<file path="config.mk">
export PLATFORM = sky130hd
export DESIGN_NAME = apb4_slave_bridge
export DESIGN_NICKNAME = d
export VERILOG_FILES = /design/src/rtl/apb4_slave_bridge_pkg.sv /design/src/rtl/apb4_slave_bridge_timeout.sv /design/src/rtl/apb4_slave_bridge.sv
export SDC_FILE = /design/constraint.sdc
export NUM_CORES = 1
export LEC_CHECK = 0
export ABC_CLOCK_PERIOD_IN_PS = 7100
export CAP_MARGIN = 20
export CORE_MARGIN = 2
export CORE_UTILIZATION = 30
export CTS_CLUSTER_SIZE = 16
export DETAILED_ROUTE_END_ITERATION = 16
export PLACE_DENSITY = 0.7
export RECOVER_POWER = 25
export SLEW_MARGIN = 15
export SYNTH_ARGS = -nofsm -noshare
export SYNTH_HDL_FRONTEND = slang
export SYNTH_HIERARCHICAL = 1
export SYNTH_SLANG_ARGS = --single-unit
</file>
<file path="constraint.sdc">
create_clock -name clk -period 7.1 [get_ports clk]
set_input_delay 1.42 -clock clk [delete_from_list [all_inputs] [get_ports clk]]
set_output_delay 1.42 -clock clk [all_outputs]
set_load 0.01 [all_outputs]
</file>
<file path="src/rtl/apb4_slave_bridge_pkg.sv">
// Shared types and helpers for the APB4-to-register-bus bridge.
package apb_bridge_pkg;

    localparam int unsigned BR_MAX_STRB = 32;
    localparam int unsigned BR_MAX_DATA = BR_MAX_STRB * 8;

    typedef enum logic [2:0] {
        IDLE = 3'd0,
        REQ  = 3'd1,
        WAIT = 3'd2,
        RESP = 3'd3,
        ERR  = 3'd4
    } apb_br_state_e;

    // Expand byte strobes into per-bit write enables.
    function automatic logic [BR_MAX_DATA-1:0] strb2biten(input logic [BR_MAX_STRB-1:0] strb);
        logic [BR_MAX_DATA-1:0] biten;
        biten = '0;
        for (int i = 0; i < int'(BR_MAX_STRB); i++) begin
            biten[8*i +: 8] = {8{strb[i]}};
        end
        return biten;
    endfunction

endpackage

</file>
<file path="src/rtl/apb4_slave_bridge_timeout.sv">
// Wait-cycle counter for the bridge; expired_c flags the last permitted wait cycle.
module apb_br_timeout #(
    parameter int unsigned TIMEOUT_CYCLES = 64
) (
    input  logic clk,
    input  logic rst,
    input  logic load,
    input  logic en,
    output logic expired_c
);

    localparam int unsigned CNT_WIDTH = $clog2(TIMEOUT_CYCLES + 1);

    logic [CNT_WIDTH-1:0] count;

    always_ff @(posedge clk or posedge rst) begin
        if (rst) begin
            count <= '0;
        end else if (load) begin
            count <= '0;
        end else if (en && !expired_c) begin
            count <= count + CNT_WIDTH'(1);
        end
    end

    // count holds the number of wait cycles already spent before the current one
    assign expired_c = (count == CNT_WIDTH'(TIMEOUT_CYCLES - 1));

endmodule

</file>
<file path="src/rtl/apb4_slave_bridge.sv">
// APB4 completer that issues single-cycle requests on the CSR register bus,
// with address/protection filtering and a bounded wait for the response.
module apb4_slave_bridge
    import apb_bridge_pkg::*;
#(
    parameter int unsigned DATA_WIDTH     = 32,
    parameter int unsigned ADDR_WIDTH     = 11,
    parameter int unsigned APB_ADDR_WIDTH = 32,
    parameter int unsigned TIMEOUT_CYCLES = 64,
    parameter bit          SECURE_ONLY    = 1'b0
) (
    input  logic                      clk,
    input  logic                      rst,
    input  logic                      PSEL,
    input  logic                      PENABLE,
    input  logic                      PWRITE,
    input  logic [APB_ADDR_WIDTH-1:0] PADDR,
    input  logic [DATA_WIDTH-1:0]     PWDATA,
    input  logic [DATA_WIDTH/8-1:0]   PSTRB,
    input  logic [2:0]                PPROT,
    output logic                      PREADY,
    output logic [DATA_WIDTH-1:0]     PRDATA,
    output logic                      PSLVERR,
    output logic                      bus_req,
    output logic                      bus_req_is_wr,
    output logic [ADDR_WIDTH-1:0]     bus_addr,
    output logic [DATA_WIDTH-1:0]     bus_wr_data,
    output logic [DATA_WIDTH-1:0]     bus_wr_biten,
    output logic                      bus_req_stall_wr,
    output logic                      bus_req_stall_rd,
    input  logic                      bus_ready,
    input  logic                      bus_err,
    input  logic [DATA_WIDTH-1:0]     bus_rd_data
);

    localparam int unsigned STRB_WIDTH = DATA_WIDTH / 8;

    apb_br_state_e state_q, state_d;

    logic                  bus_req_d, is_wr_d, stall_wr_d, stall_rd_d;
    logic [ADDR_WIDTH-1:0] addr_d;
    logic [DATA_WIDTH-1:0] wdata_d, biten_d, prdata_d;
    logic                  resp_q, resp_d, slverr_d;
    logic                  setup_c, addr_bad_c, prot_bad_c, expired_c;
    logic                  unused_prot;

    assign setup_c    = PSEL && !PENABLE;
    assign addr_bad_c = ((PADDR >> ADDR_WIDTH) != '0) ||
                        ((PADDR & APB_ADDR_WIDTH'(STRB_WIDTH - 1)) != '0);
    assign prot_bad_c = SECURE_ONLY && PPROT[1];
    assign unused_prot = ^{PPROT[2], PPROT[0]};

    apb_br_timeout #(
        .TIMEOUT_CYCLES(TIMEOUT_CYCLES)
    ) u_timeout (
        .clk      (clk),
        .rst      (rst),
        .load     (state_q != WAIT),
        .en       (state_q == WAIT),
        .expired_c(expired_c)
    );

    // Next state and next registered output values.
    always_comb begin
        state_d   = state_q;
        bus_req_d = 1'b0;
        is_wr_d   = bus_req_is_wr;
        addr_d    = bus_addr;
        wdata_d   = bus_wr_data;
        biten_d   = bus_wr_biten;
        resp_d    = 1'b0;
        slverr_d  = 1'b0;
        prdata_d  = '0;

        unique case (state_q)
            IDLE: begin
                if (setup_c) begin
                    if (addr_bad_c || prot_bad_c) begin
                        state_d  = ERR;
                        resp_d   = 1'b1;
                        slverr_d = 1'b1;
                    end else begin
                        state_d   = REQ;
                        bus_req_d = 1'b1;
                        is_wr_d   = PWRITE;
                        addr_d    = PADDR[ADDR_WIDTH-1:0];
                        wdata_d   = PWRITE ? PWDATA : '0;
                        biten_d   = PWRITE ? DATA_WIDTH'(strb2biten(BR_MAX_STRB'(PSTRB))) : '0;
                    end
                end
            end
            REQ, WAIT: begin
                if (bus_ready) begin
                    state_d  = RESP;
                    resp_d   = 1'b1;
                    slverr_d = bus_err;
                    prdata_d = (bus_req_is_wr || bus_err) ? '0 : bus_rd_data;
                end else if (state_q == WAIT && expired_c) begin
                    state_d  = ERR;
                    resp_d   = 1'b1;
                    slverr_d = 1'b1;
                end else begin
                    state_d = WAIT;
                end
            end
            RESP, ERR: state_d = IDLE;
            default:   state_d = IDLE;
        endcase

        stall_wr_d = (state_d == REQ || state_d == WAIT) && is_wr_d;
        stall_rd_d = (state_d == REQ || state_d == WAIT) && !is_wr_d;
    end

    always_ff @(posedge clk or posedge rst) begin
        if (rst) begin
            state_q          <= IDLE;
            bus_req          <= 1'b0;
            bus_req_is_wr    <= 1'b0;
            bus_addr         <= '0;
            bus_wr_data      <= '0;
            bus_wr_biten     <= '0;
            bus_req_stall_wr <= 1'b0;
            bus_req_stall_rd <= 1'b0;
            resp_q           <= 1'b0;
            PSLVERR          <= 1'b0;
            PRDATA           <= '0;
        end else begin
            state_q          <= state_d;
            bus_req          <= bus_req_d;
            bus_req_is_wr    <= is_wr_d;
            bus_addr         <= addr_d;
            bus_wr_data      <= wdata_d;
            bus_wr_biten     <= biten_d;
            bus_req_stall_wr <= stall_wr_d;
            bus_req_stall_rd <= stall_rd_d;
            resp_q           <= resp_d;
            PSLVERR          <= slverr_d;
            PRDATA           <= prdata_d;
        end
    end

    // A requester that abandoned the transfer gets no completion strobe.
    assign PREADY = resp_q && PSEL;

endmodule

</file>
* Word level (Yosys, flattened, before mapping)
Index checks and enable logic that the tools add are counted.
Word-level totals: register bits after elaboration 123, input port bits 110
Cells by class: eq/ne operators 6, bitwise logic cells 1, muxes and demuxes 25, add/subtract/negate cells 1, reduce and logical (&&, ||, !) cells 18
Operator list (count):
- 32-bit two-way mux | 5
- 32-bit nonzero test | 2
- 7-bit two-way mux | 2
- 3-bit two-way mux | 4
- 1-bit two-way mux | 11
- 7-bit by 1-bit adder with 7-bit output (second input constant) | 1
- 7-bit by 6-bit == test with 1-bit output (second input constant) | 1
- 3-bit by 1-bit == test with 1-bit output (second input constant) | 2
- 3-bit by 2-bit == test with 1-bit output (second input constant) | 2
- 1-bit logical AND | 6
- 3-bit case mux with 2 select lines | 1
- 1-bit case mux with 2 select lines | 2
- 1-bit logical NOT | 3
- 3-bit logical NOT | 1
- 1-bit logical OR | 3
- 3-bit by 2-bit != test with 1-bit output (second input constant) | 1
- 3-bit AND reduction | 1
- 2-bit nonzero test | 1
- 2-bit OR reduction | 1
- 1-bit inverter | 1

* Longest topological paths before layout
Gate-level depths: netlist of the first run.
depth in word-level cells 8, mapped depth 7, mapped depth without buffers 7

* Modules after synthesis
The synthesis of the first run kept the hierarchy.
Modules (own cells, without submodules):
- apb4_slave_bridge | cells each 316, instances 1, area each 3651.0 um2
- apb_br_timeout | cells each 40, instances 1, area each 394.1 um2

* Worst setup path after synthesis of the first run
OpenSTA, ideal clock, no wires.
path type input-to-output, start input PSEL, end output PREADY, path buffers 0, data required time 5.680 ns, stages on the path 1, arrival time 1.566 ns, setup slack 4.114 ns, cell sequence and2_1
Between the ends: longest elaborated chain between the ends 1
RTL lines:
- start, declared | line apb4_slave_bridge.sv:14 | input logic PSEL,
- 1-bit logical AND | line apb4_slave_bridge.sv:143 | assign PREADY = resp_q && PSEL;
- end, declared | line apb4_slave_bridge.sv:21 | output logic PREADY,
Every way passes these cells.

* Worst setup path after layout of the first run
Ends and elaborated chain as after synthesis.

==> impl_summary.log, run 1 <==
[metrics] core occupancy in the finished layout: 0.494
[metrics] post-synthesis to final-layout area growth: 61.2%
[metrics] share of power burned in registers: 0.440
[metrics] number of endpoints failing setup at the final stage: 0
[metrics] data arrival time of the worst path: approximately 2.5 ns
[metrics] number of nets in the final layout: ~660
[metrics] register bit total from synthesis: 95
[metrics] Total Negative Setup Slacks: 0 ns
[metrics] cell area after placement: between 6000 and 7000 sq um
[metrics] detailed-route wire length: roughly 10000 um
[metrics] design internal power: approximately 1 mW
[metrics] worst supply voltage drop on vdd: 0.000117 V
[metrics] Required @ worst endpoint: 5.68 ns
[metrics] total count of hold-check failures in the final report: 0
[metrics] Placer Congestion: 0.736
[metrics] Detail Route Antenna Nets: 0
[metrics] Place WS: 3.12 ns
[metrics] switching power: 328 uW
[metrics] clock share of power: 0.387
[metrics] average detailed-routed wire length per instance: 13.9 um
[metrics] number of max-capacitance violations reported: 1
[metrics] Sw Share: 0.244
[metrics] detailed placer's ending HPWL: 7420 um
[metrics] count of antenna diodes in the layout: 0
[metrics] Avg Cell Area, Syn: 11.4 sq um
[metrics] clock-pin slew on the worst setup and hold paths: 0.07 ns
[metrics] endpoint kind of the worst setup timing path: output port
[metrics] maximum level of the CTS H-tree: 3
[metrics] Setup Skew: around 0.0093 ns
[metrics] number of cells in the finished layout apart from fillers: 729
[metrics] TritonCTS clock tree: yes
[metrics] vias in the first global route: 3295
[metrics] netlist area before placement: 4050 sq um
[metrics] core region area: about 13000 sq um
[metrics] DR pass1 iterations: 4
[metrics] kind of start point of the critical path: input port
[metrics] sequential element share of the synthesized area: 0.588
[metrics] most frequent standard cell in the layout excluding fill and tap cells: sky130_fd_sc_hd__clkdlybuf4s50_1
[metrics] Mapped Cells: 356
[metrics] total power draw: 1.35 mW
[metrics] first-pass GRT wire length: roughly 16000 um
[metrics] Die Height: 120 um
[metrics] Port Buffer Count: 219
[metrics] post-route fraction of the period consumed by the critical path: 0.557
[metrics] filler cell count in the final layout: ~1200
[metrics] ratio of cells with drive above 1 in the final layout: 0.0579
[metrics] DRC violation count after routing: 0
[metrics] Hold WS: ~0.50 ns
[metrics] Min-Delay Path Class: flop to flop
[metrics] Synth Net Count: 467
[metrics] Max Root-Sink Buffers: 2
[metrics] worst-path fanout max: 2
[metrics] number of distinct library cell variants in the gate-level netlist after synthesis: 35
[metrics] Storage cell area: 2380 sq um
[metrics] unrepaired setup endpoints after global routing: false
[metrics] final worst-path setup slack: 3.14 ns
[metrics] antenna violations before repair: 0
[metrics] Ports: 223
[metrics] Total GRT Usage: 0.144
[metrics] post-placement cell count: 713
[metrics] Synth Warn #: 6
[metrics] starting density of the core: 0.307
[metrics] run status: finished, violations left
[metrics] insertion delay to the later sink of the worst-skew pair: 0.34 ns
[metrics] floorplan die width: 120 um
[metrics] actual transition at the worst max-transition pin: approximately 1.8 ns
[metrics] count of final max-slew check failures: 40
[metrics] total non-filler cell area in the finished layout: 6520 sq um
[metrics] post-CTS setup repair buffer count: 0
[metrics] power density over cell area: between 200 and 250 nW/um^2
[metrics] post-route minimum period: 3.96 ns
[metrics] number of hold buffers added after CTS: 0
[metrics] # rows: 42
[metrics] Slew Limit Headroom: -0.183
[metrics] category of the most critical setup path: input port to output port
[metrics] commonest cells after routing, fill and taps aside: sky130_fd_sc_hd__clkdlybuf4s50_1, sky130_fd_sc_hd__dfrtp_1, sky130_fd_sc_hd__inv_1
[metrics] Logic pwr share: 0.173
[metrics] detailed-route via count: 3127
[metrics] Max Clock Freq: 0.253 GHz
[metrics] detail-routed via count per cell: 4.29
[metrics] violation count after the first detailed-route iteration: 109
[metrics] maximum number of pins on one net before global-route repair: 51
[metrics] clock tree root driver cell: sky130_fd_sc_hd__clkbuf_16
[metrics] total gr overflow: 0
[metrics] total area of multi-input combinational cells: 1230 sq um
[metrics] Die Outline Area: approximately 14000 sq um
[metrics] number of instances resized during post-cts repair: 0
[metrics] leakage component of the power: 2.96 nW
[metrics] total clock buffers created by CTS: 9
[metrics] violated checks: max-capacitance violations, max-slew violations
[metrics] number of sinks on the clock net: 95
==> state kept, by name (all words and copies together) (netlist names) <==
signal	flops
bus_addr	11
bus_req_stall_rd	1
bus_req_is_wr	1
PRDATA	32
state_q	3
bus_wr_biten	4
bus_req_stall_wr	1
u_timeout/count	7
bus_wr_data	32
resp_q	1
bus_req	1
PSLVERR	1
==> worst max-delay path, stage by stage <==
cell                              delay [ns]
sky130_fd_sc_hd__clkdlybuf4s50_1        0.47
sky130_fd_sc_hd__and2_1                 0.11
sky130_fd_sc_hd__clkdlybuf4s50_1        0.53
==> worst paths after layout <==
kind / start / to / slack (ns) / cells past startpoint
hold / removal: state_q[2]$_DFF_PP0_ / state_q[1]$_DFF_PP0_ / 0.50 / 1
setup / recovery: PSEL / PREADY / 3.14 / 3
hold reg to reg: state_q[2]$_DFF_PP0_ / state_q[1]$_DFF_PP0_ / 0.50 / 1
max in group asynchronous: rst / PRDATA[22]$_DFF_PP0_ / 3.73 / 3
setup reg to reg: state_q[0]$_DFF_PP0_ / bus_addr[8]$_DFFE_PP0P_ / 4.85 / 5
min in group asynchronous: rst / u_timeout/count[1]$_DFFE_PP0P_ / 1.50 / 2
==> per-layer routing <==
metal | GRT usage | share of wire | vias to the layer above
met2 | 0.249 | 0.50 | 139
li1 | - | - | 1488
met4 | 0.0507 | 0.017 | 0
met5 | 0 | 0 | -
met3 | 0.0632 | 0.10 | 14
met1 | 0.158 | 0.38 | 1486
==> area by class of cell <==
type,instances,area share
flip-flops and latches,95,0.365
well taps,176,0.0338
repair buffers,222,0.338
multi-input cells,177,0.189
clock buffers,10,0.0351
clock inverters,6,0.0142
inverters,43,0.0250
==> cells in the mapped netlist <==
cell | n | area [sq um]
sky130_fd_sc_hd__nor2_1 | 6 | 22.5
sky130_fd_sc_hd__o31a_1 | 1 | 8.76
sky130_fd_sc_hd__nor3b_1 | 1 | 7.51
sky130_fd_sc_hd__inv_1 | 43 | 161
sky130_fd_sc_hd__and4b_4 | 1 | 13.8
sky130_fd_sc_hd__nand2b_1 | 5 | 31.3
sky130_fd_sc_hd__o21a_1 | 1 | 7.51
sky130_fd_sc_hd__nor2b_1 | 5 | 31.3
sky130_fd_sc_hd__nand2_1 | 40 | 150
sky130_fd_sc_hd__and2_1 | 34 | 213
sky130_fd_sc_hd__and2b_2 | 1 | 8.76
sky130_fd_sc_hd__mux2_1 | 3 | 33.8
sky130_fd_sc_hd__ha_1 | 1 | 12.5
sky130_fd_sc_hd__dfrtp_1 | 95 | 2380
sky130_fd_sc_hd__buf_1 | 1 | 3.75
sky130_fd_sc_hd__a21oi_1 | 3 | 15.0
sky130_fd_sc_hd__a22o_1 | 1 | 8.76
sky130_fd_sc_hd__xor2_1 | 1 | 8.76
sky130_fd_sc_hd__o21bai_1 | 1 | 7.51
sky130_fd_sc_hd__nand3_1 | 5 | 25.0
sky130_fd_sc_hd__buf_6 | 1 | 11.3
sky130_fd_sc_hd__and4bb_2 | 1 | 12.5
sky130_fd_sc_hd__a32o_1 | 2 | 20.0
sky130_fd_sc_hd__nor3_1 | 4 | 20.0
sky130_fd_sc_hd__o21ai_0 | 1 | 5.00
sky130_fd_sc_hd__clkbuf_1 | 7 | 26.3
sky130_fd_sc_hd__a31oi_1 | 1 | 6.26
sky130_fd_sc_hd__nor4_1 | 6 | 37.5
sky130_fd_sc_hd__buf_4 | 32 | 240
sky130_fd_sc_hd__a41oi_1 | 1 | 8.76
sky130_fd_sc_hd__mux2_2 | 9 | 101
sky130_fd_sc_hd__nor3_2 | 1 | 10.0
sky130_fd_sc_hd__nand4_1 | 2 | 12.5
sky130_fd_sc_hd__nand3b_1 | 2 | 15.0
sky130_fd_sc_hd__mux2i_1 | 37 | 370
==> power by group through the flow <==
stage          logic, mW  clock network [mW]  registers (mW)
2_1_floorplan     0.0890                   0           0.614
3_3_place_gp       0.231                   0           0.601
3_5_place_dp       0.239                   0           0.603
4_1_cts            0.240               0.536           0.593
5_1_grt            0.256               0.557           0.597
6_report           0.232               0.521           0.592
==> cells by family (layout without fill, tap and decap cells) <==
| group | after synthesis | in the layout | synth area share |
|---|---|---|---|
| AND/OR/NAND/NOR | 114 | 114 | 0.151 |
| flip-flops | 95 | 95 | 0.588 |
| buffers and inverters | 84 | 281 | 0.109 |
| multiplexers | 49 | 49 | 0.125 |
| AO/OA/AOI/OAI | 12 | 12 | 0.0217 |
| adder cells (fa/ha/maj) | 1 | 1 | 0.00309 |
| XOR/XNOR | 1 | 1 | 0.00217 |
(Power assumes the default switching activity.)
==> inputs of run 2 (changes only) <==
--- a/config.mk
+++ b/config.mk
@@ -5,7 +5,7 @@
 export SDC_FILE = /design/constraint.sdc
 export NUM_CORES = 1
 export LEC_CHECK = 0
-export ABC_CLOCK_PERIOD_IN_PS = 7100
+export ABC_CLOCK_PERIOD_IN_PS = 3700
 export CAP_MARGIN = 20
 export CORE_MARGIN = 2
 export CORE_UTILIZATION = 30
==> constraint.sdc (replaced) <==
create_clock -name clk -period 3.7 [get_ports clk]
set_input_delay 0.74 -clock clk [delete_from_list [all_inputs] [get_ports clk]]
set_output_delay 0.74 -clock clk [all_outputs]
set_load 0.01 [all_outputs]
==> run 2 against run 1 <==
The run still ends with max-capacitance violations, max-slew violations left. First-iteration DRC count shrank 0.92%. Via count grew 1.1%. Power grew 93%. Global-route usage is essentially flat.
==> impl_summary.log, run 2 (synthesis results as in run 1) <==
[metrics] run status: finished, violations left
[metrics] violated checks: max-capacitance violations, max-slew violations
[metrics] insertion delay to the later sink of the worst-skew pair: 0.34 ns
[metrics] top flop regs: PRDATA (32), bus_wr_data (32), bus_addr (11)
[metrics] worst supply voltage drop on vdd: approximately 0.00025 V
[metrics] Port Buffer Count: 219
[metrics] detailed-route wire length: 10200 um
[metrics] Total Negative Setup Slacks: 0 ns
[metrics] kind of start point of the critical path: input port
[metrics] # rows: 42
[metrics] commonest cells after routing, fill and taps aside: sky130_fd_sc_hd__clkdlybuf4s50_1, sky130_fd_sc_hd__dfrtp_1, sky130_fd_sc_hd__inv_1
[metrics] worst-path fanout max: 2
[metrics] Slew Limit Headroom: -0.235
[metrics] count of antenna diodes in the layout: 0
[metrics] Min-Delay Path Class: flop to flop
[metrics] number of sinks on the clock net: 95
[metrics] design internal power: ~2.0 mW
[metrics] Placer Congestion: 0.734
[metrics] clock tree root driver cell: sky130_fd_sc_hd__clkbuf_16
[metrics] Required @ worst endpoint: 2.96 ns
[metrics] Place WS: around 0.83 ns
[metrics] number of max-capacitance violations reported: 1
[metrics] number of instances resized during post-cts repair: 0
[metrics] post-placement cell count: 713
[metrics] detailed-route via count: 3162
[metrics] Sw Share: 0.244
[metrics] detailed placer's ending HPWL: ~7500 um
[metrics] Ports: around 220
[metrics] total power draw: 2.59 mW
[metrics] floorplan die width: around 120 um
[metrics] final worst-path setup slack: ~1.1 ns
[metrics] power density over cell area: 395 nW/um^2
[metrics] clock share of power: 0.385
[metrics] Storage cell area: between 2000 and 2500 sq um
[metrics] first-pass GRT wire length: 16400 um
[metrics] total count of hold-check failures in the final report: 0
[metrics] count of final max-slew check failures: 39
[metrics] Logic pwr share: 0.176
[metrics] Hold WS: 0.490 ns
[metrics] actual transition at the worst max-transition pin: 1.84 ns
[metrics] ratio of cells with drive above 1 in the final layout: 0.0633
[metrics] DRC violation count after routing: 0
[metrics] core occupancy in the finished layout: 0.497
[metrics] switching power: 633 uW
[metrics] filler cell count in the final layout: ~1200
[metrics] number of hold buffers added after CTS: 0
[metrics] total gr overflow: 0
[metrics] average detailed-routed wire length per instance: 14.0 um
[metrics] unrepaired setup endpoints after global routing: false
[metrics] Setup Skew: between 0.006 and 0.007 ns
[metrics] leakage component of the power: 2.96 nW
[metrics] antenna violations before repair: 0
[metrics] maximum level of the CTS H-tree: 3
[metrics] startpoint of the most critical register-to-register path: state_q[0]$_DFF_PP0_
[metrics] category of the most critical setup path: input port to output port
[metrics] Die Outline Area: 14400 sq um
[metrics] cell area after placement: ~6200 sq um
[metrics] CP startpoint: PSEL
[metrics] Max Root-Sink Buffers: 2
[metrics] post-route fraction of the period consumed by the critical path: 0.704
[metrics] total non-filler cell area in the finished layout: 6550 sq um
[metrics] Detail Route Antenna Nets: 0
[metrics] post-CTS setup repair buffer count: 0
[metrics] Max Clock Freq: 0.384 GHz
[metrics] number of nets in the final layout: between 600 and 700
[metrics] total area of multi-input combinational cells: 1240 sq um
[metrics] endpoint kind of the worst setup timing path: output port
[metrics] Total GRT Usage: 0.145
[metrics] Worst Min Path Start: state_q[2]$_DFF_PP0_
[metrics] maximum number of pins on one net before global-route repair: 51
[metrics] TritonCTS clock tree: yes
[metrics] vias in the first global route: 3303
[metrics] clock-pin slew on the worst setup and hold paths: 0.07 ns
[metrics] number of cells in the finished layout apart from fillers: 729
[metrics] detail-routed via count per cell: between 4 and 5
[metrics] number of endpoints failing setup at the final stage: 0
[metrics] core region area: 13200 sq um
[metrics] Die Height: around 120 um
[metrics] data arrival time of the worst path: 1.87 ns
[metrics] violation count after the first detailed-route iteration: ~110
[metrics] post-synthesis to final-layout area growth: 62.0%
[metrics] DR pass1 iterations: 4
[metrics] most frequent standard cell in the layout excluding fill and tap cells: sky130_fd_sc_hd__clkdlybuf4s50_1
[metrics] post-route minimum period: ~2.6 ns
[metrics] total clock buffers created by CTS: 9
[metrics] starting density of the core: 0.307
[metrics] share of power burned in registers: 0.439
## run 2: changes by cell type in the layout (fill, tap and decap cells not counted), sizes merged
cell           before  now
clkdlybuf4s50     209  217
dlygate4sd3         9    1
clkinvlp            3    4
clkbuf             11    9
buf                 3    4
## run 2: power by group through the flow
stage / sequential (mW) / combinational (mW) / clock, mW
floorplan: 1.18 / 0.171 / 0
global placement: 1.15 / 0.445 / 0
detailed placement: 1.16 / 0.464 / 0
CTS: 1.14 / 0.465 / 1.03
global route: 1.14 / 0.504 / 1.07
finish: 1.14 / 0.457 / 0.996
## run 2: layout make-up
cell class	count	area share
timing repair buffer	222	0.341
sequential	95	0.363
tap	176	0.0336
clock buffer	9	0.0344
inverter	43	0.0248
multi-input combinational	177	0.189
clock inverter	7	0.0147
## run 2: worst paths after layout
path | end | slack [ns] | cells past startpoint
max | PREADY | 1.09 | 3
min | state_q[1]$_DFF_PP0_ | 0.49 | 1
max reg2reg | bus_addr[6]$_DFFE_PP0P_ | 1.76 | 5
min reg2reg | state_q[1]$_DFF_PP0_ | 0.49 | 1
max in group asynchronous | bus_wr_data[24]$_DFFE_PP0P_ | 1.41 | 3
min in group asynchronous | u_timeout/count[3]$_DFFE_PP0P_ | 0.83 | 2
## run 2: critical path: stages
cell	delay [ns]
sky130_fd_sc_hd__clkdlybuf4s50_1	0.48
sky130_fd_sc_hd__and2_1	0.12
sky130_fd_sc_hd__clkdlybuf4s50_1	0.53
## run 2: metal layers
metal / global-route usage / wire, um / vias up
met3: 0.0480 / 965 / 15
met4: 0.0610 / 189 / 0
li1: - / - / 1491
met2: 0.245 / 4990 / 155
met1: 0.167 / 4060 / 1501
met5: 0 / 0 / -
==> inputs of run 3 (changes only) <==
--- a/config.mk
+++ b/config.mk
@@ -5,7 +5,7 @@
 export SDC_FILE = /design/constraint.sdc
 export NUM_CORES = 1
 export LEC_CHECK = 0
-export ABC_CLOCK_PERIOD_IN_PS = 3700
+export ABC_CLOCK_PERIOD_IN_PS = 2400
 export CAP_MARGIN = 20
 export CORE_MARGIN = 2
 export CORE_UTILIZATION = 30
==> constraint.sdc (replaced) <==
create_clock -name clk -period 2.4 [get_ports clk]
set_input_delay 0.48 -clock clk [delete_from_list [all_inputs] [get_ports clk]]
set_output_delay 0.48 -clock clk [all_outputs]
set_load 0.01 [all_outputs]
==> run 3 against run 2 <==
The run now ends clean. Global-route usage about the same. Sequential power rose by 54%. Register-to-register slack got worse by 1.2 ns. Combinational power rose by 53%. Via count fell by 0.25%. Worst setup slack worse by 0.79 ns. Wire length shrank 0.60%. Count of clock-buffer cells in the layout rose by 5. Clock skew shrank 0.00065 ns. Critical path type unchanged.
==> impl_summary.log, run 3 (synthesis results as in run 1) <==
[metrics] leakage component of the power: 2.99 nW
[metrics] CP startpoint: PSEL
[metrics] ratio of cells with drive above 1 in the final layout: 0.0696
[metrics] number of max-capacitance violations reported: 0
[metrics] Required @ worst endpoint: 1.92 ns
[metrics] Die Outline Area: between 10000 and 15000 sq um
[metrics] starting density of the core: 0.307
[metrics] violation count after the first detailed-route iteration: 119
[metrics] insertion delay to the later sink of the worst-skew pair: 0.34 ns
[metrics] Port Buffer Count: 219
[metrics] Detail Route Antenna Nets: 0
[metrics] most frequent standard cell in the layout excluding fill and tap cells: sky130_fd_sc_hd__clkdlybuf4s50_1
[metrics] TritonCTS clock tree: yes
[metrics] unrepaired setup endpoints after global routing: false
[metrics] DR pass1 iterations: 4
[metrics] startpoint of the most critical register-to-register path: u_timeout/count[0]$_DFFE_PP0P_
[metrics] detail-routed via count per cell: 4.29
[metrics] clock-pin slew on the worst setup and hold paths: 0.06 ns
[metrics] number of hold buffers added after CTS: 0
[metrics] filler cell count in the final layout: around 1200
[metrics] met1 track utilization from global routing: 0.162
[metrics] CP endpoint: PREADY
[metrics] post-CTS setup repair buffer count: 0
[metrics] Place WS: -0.0615 ns
[metrics] Total GRT Usage: 0.145
[metrics] crit-path cells: clkdlybuf4s50_1 -> and2_1 -> clkdlybuf4s50_1
[metrics] Setup Skew: approximately 0.0056 ns
[metrics] Sw Share: 0.235
[metrics] worst supply voltage drop on vdd: about 0.0004 V
[metrics] clock share of power: 0.375
[metrics] global routing met2 resource utilization: 0.249
[metrics] detailed-route wire length: between 10000 and 15000 um
[metrics] clock tree root driver cell: sky130_fd_sc_hd__clkbuf_16
[metrics] antenna violations before repair: 0
[metrics] Die Height: 120 um
[metrics] Max Clock Freq: 0.477 GHz
[metrics] kind of start point of the critical path: input port
[metrics] first-pass GRT wire length: 16400 um
[metrics] reg2reg path depth: 7
[metrics] post-route fraction of the period consumed by the critical path: 0.874
[metrics] power density over cell area: 595 nW/um^2
[metrics] busiest layer in global routing: met2
[metrics] Critical Path Slowest Stage Cell: sky130_fd_sc_hd__clkdlybuf4s50_1
[metrics] WP buf/inv: 2
[metrics] total count of hold-check failures in the final report: 0
[metrics] average detailed-routed wire length per instance: 13.8 um
[metrics] top flop regs: PRDATA (32), bus_wr_data (32), bus_addr (11)
[metrics] maximum number of pins on one net before global-route repair: 53
[metrics] actual transition at the worst max-transition pin: 1.28 ns
[metrics] total clock buffers created by CTS: 9
[metrics] total non-filler cell area in the finished layout: between 6000 and 7000 sq um
[metrics] cell area after placement: about 6300 sq um
[metrics] met3 Track Usage GR: 0.0599
[metrics] CP peak stage delay: ~0.52 ns
[metrics] Logic pwr share: 0.178
[metrics] detailed placer's ending HPWL: 7650 um
[metrics] Register-to-Register Setup Slack: 0.57 ns
[metrics] number of sinks on the clock net: 95
[metrics] category of the most critical setup path: input port to output port
[metrics] Max Root-Sink Buffers: 2
[metrics] number of instances resized during post-cts repair: 0
[metrics] switching power: 924 uW
[metrics] endpoint kind of the worst setup timing path: output port
[metrics] commonest cells after routing, fill and taps aside: sky130_fd_sc_hd__clkdlybuf4s50_1, sky130_fd_sc_hd__dfrtp_1, sky130_fd_sc_hd__inv_1
[metrics] Min-Delay Path Class: flop to flop
[metrics] Hold WS: 0.487 ns
[metrics] Placer Congestion: 0.778
[metrics] maximum level of the CTS H-tree: 3
[metrics] count of antenna diodes in the layout: 0
[metrics] # rows: 42
[metrics] count of final max-slew check failures: 0
[metrics] core region area: 13200 sq um
[metrics] number of nets in the final layout: 666
[metrics] cell depth of the worst setup path: 3
[metrics] worst-path fanout max: 2
[metrics] data arrival time of the worst path: 1.62 ns
[metrics] post-route minimum period: 2.10 ns
[metrics] detailed-route via count: 3154
[metrics] vias in the first global route: 3231
[metrics] total gr overflow: 0
[metrics] number of endpoints failing setup at the final stage: 0
[metrics] design internal power: 3.00 mW
[metrics] largest delay contributor family on the critical path: buffers and inverters
[metrics] share of power burned in registers: 0.447
[metrics] capturing point of the worst reg2reg path: bus_req_stall_wr$_DFF_PP0_
[metrics] floorplan die width: 120 um
[metrics] Slew Limit Headroom: 0.150
[metrics] DRC violation count after routing: 0
[metrics] total power draw: 3.92 mW
[metrics] run status: finished clean
[metrics] Top cell by count, worst path: sky130_fd_sc_hd__clkdlybuf4s50_1
[metrics] post-synthesis to final-layout area growth: 63.1%
[metrics] final worst-path setup slack: a little over 0.3 ns
[metrics] Ports: 223
## run 3: changes by cell type in the layout (fill, tap and decap cells not counted), moves of 2 or more
cell,before,now
sky130_fd_sc_hd__buf_4,1,6
sky130_fd_sc_hd__clkbuf_2,0,2
sky130_fd_sc_hd__clkbuf_8,0,3
sky130_fd_sc_hd__clkbuf_1,0,2
## run 3: area by class of cell
class,instances,area (sq um),area share
tap,176,220,0.0334
inverter,43,165,0.0250
multi-input combinational,177,1240,0.187
clock inverter,2,37.5,0.00569
clock buffer,14,274,0.0415
timing repair buffer,229,2290,0.347
sequential,95,2380,0.360
## run 3: how the worst min path moves through the flow
stage                                                 to                 start  slack [ns]  cells after the start
after floorplan           u_timeout/count[0]$_DFFE_PP0P_                   rst        0.28                      1
after global placement              state_q[1]$_DFF_PP0_  state_q[2]$_DFF_PP0_        0.46                      1
after detailed placement            state_q[1]$_DFF_PP0_  state_q[2]$_DFF_PP0_        0.48                      1
after CTS                           state_q[1]$_DFF_PP0_  state_q[2]$_DFF_PP0_        0.49                      1
after global routing                state_q[1]$_DFF_PP0_  state_q[2]$_DFF_PP0_        0.51                      1
final                               state_q[1]$_DFF_PP0_  state_q[2]$_DFF_PP0_        0.49                      1
## run 3: per-stage QoR
| step | instances | utilization | setup TNS (ns) |
|---|---|---|---|
| after floorplan | 356 | - | 0 |
| after global placement | 720 | 0.477 | -0.0155 |
| after detailed placement | 720 | 0.477 | -0.239 |
| after CTS | 736 | 0.501 | 0 |
| after global routing | 736 | 0.500 | 0 |
| final | 736 | 0.500 | 0 |
## run 3: power groups by stage
| stage | combinational (mW) | sequential, mW | clock (mW) |
|---|---|---|---|
| floorplan | 0.264 | 1.82 | 0 |
| CTS | 0.709 | 1.76 | 1.53 |
| finish | 0.698 | 1.75 | 1.47 |
| global placement | 0.692 | 1.78 | 0 |
| detailed placement | 0.706 | 1.78 | 0 |
| global route | 0.768 | 1.77 | 1.61 |
## run 3: worst reg2reg max path, delay by kind of cell, from the launching register on
kind	cells	cell delay [ns]
and+or+nand+nor	4	0.60
AOI/OAI and AO/OA	2	0.46
DFF	1	0.42
adders and majority gates	1	0.27
## run 3: metal layers
layer | vias up | part of all wire | routed length (um)
met5 | - | 0 | 0
met1 | 1497 | 0.38 | 3840
met3 | 15 | 0.10 | 1020
met2 | 141 | 0.51 | 5140
li1 | 1501 | - | -
met4 | 0 | 0.014 | 144
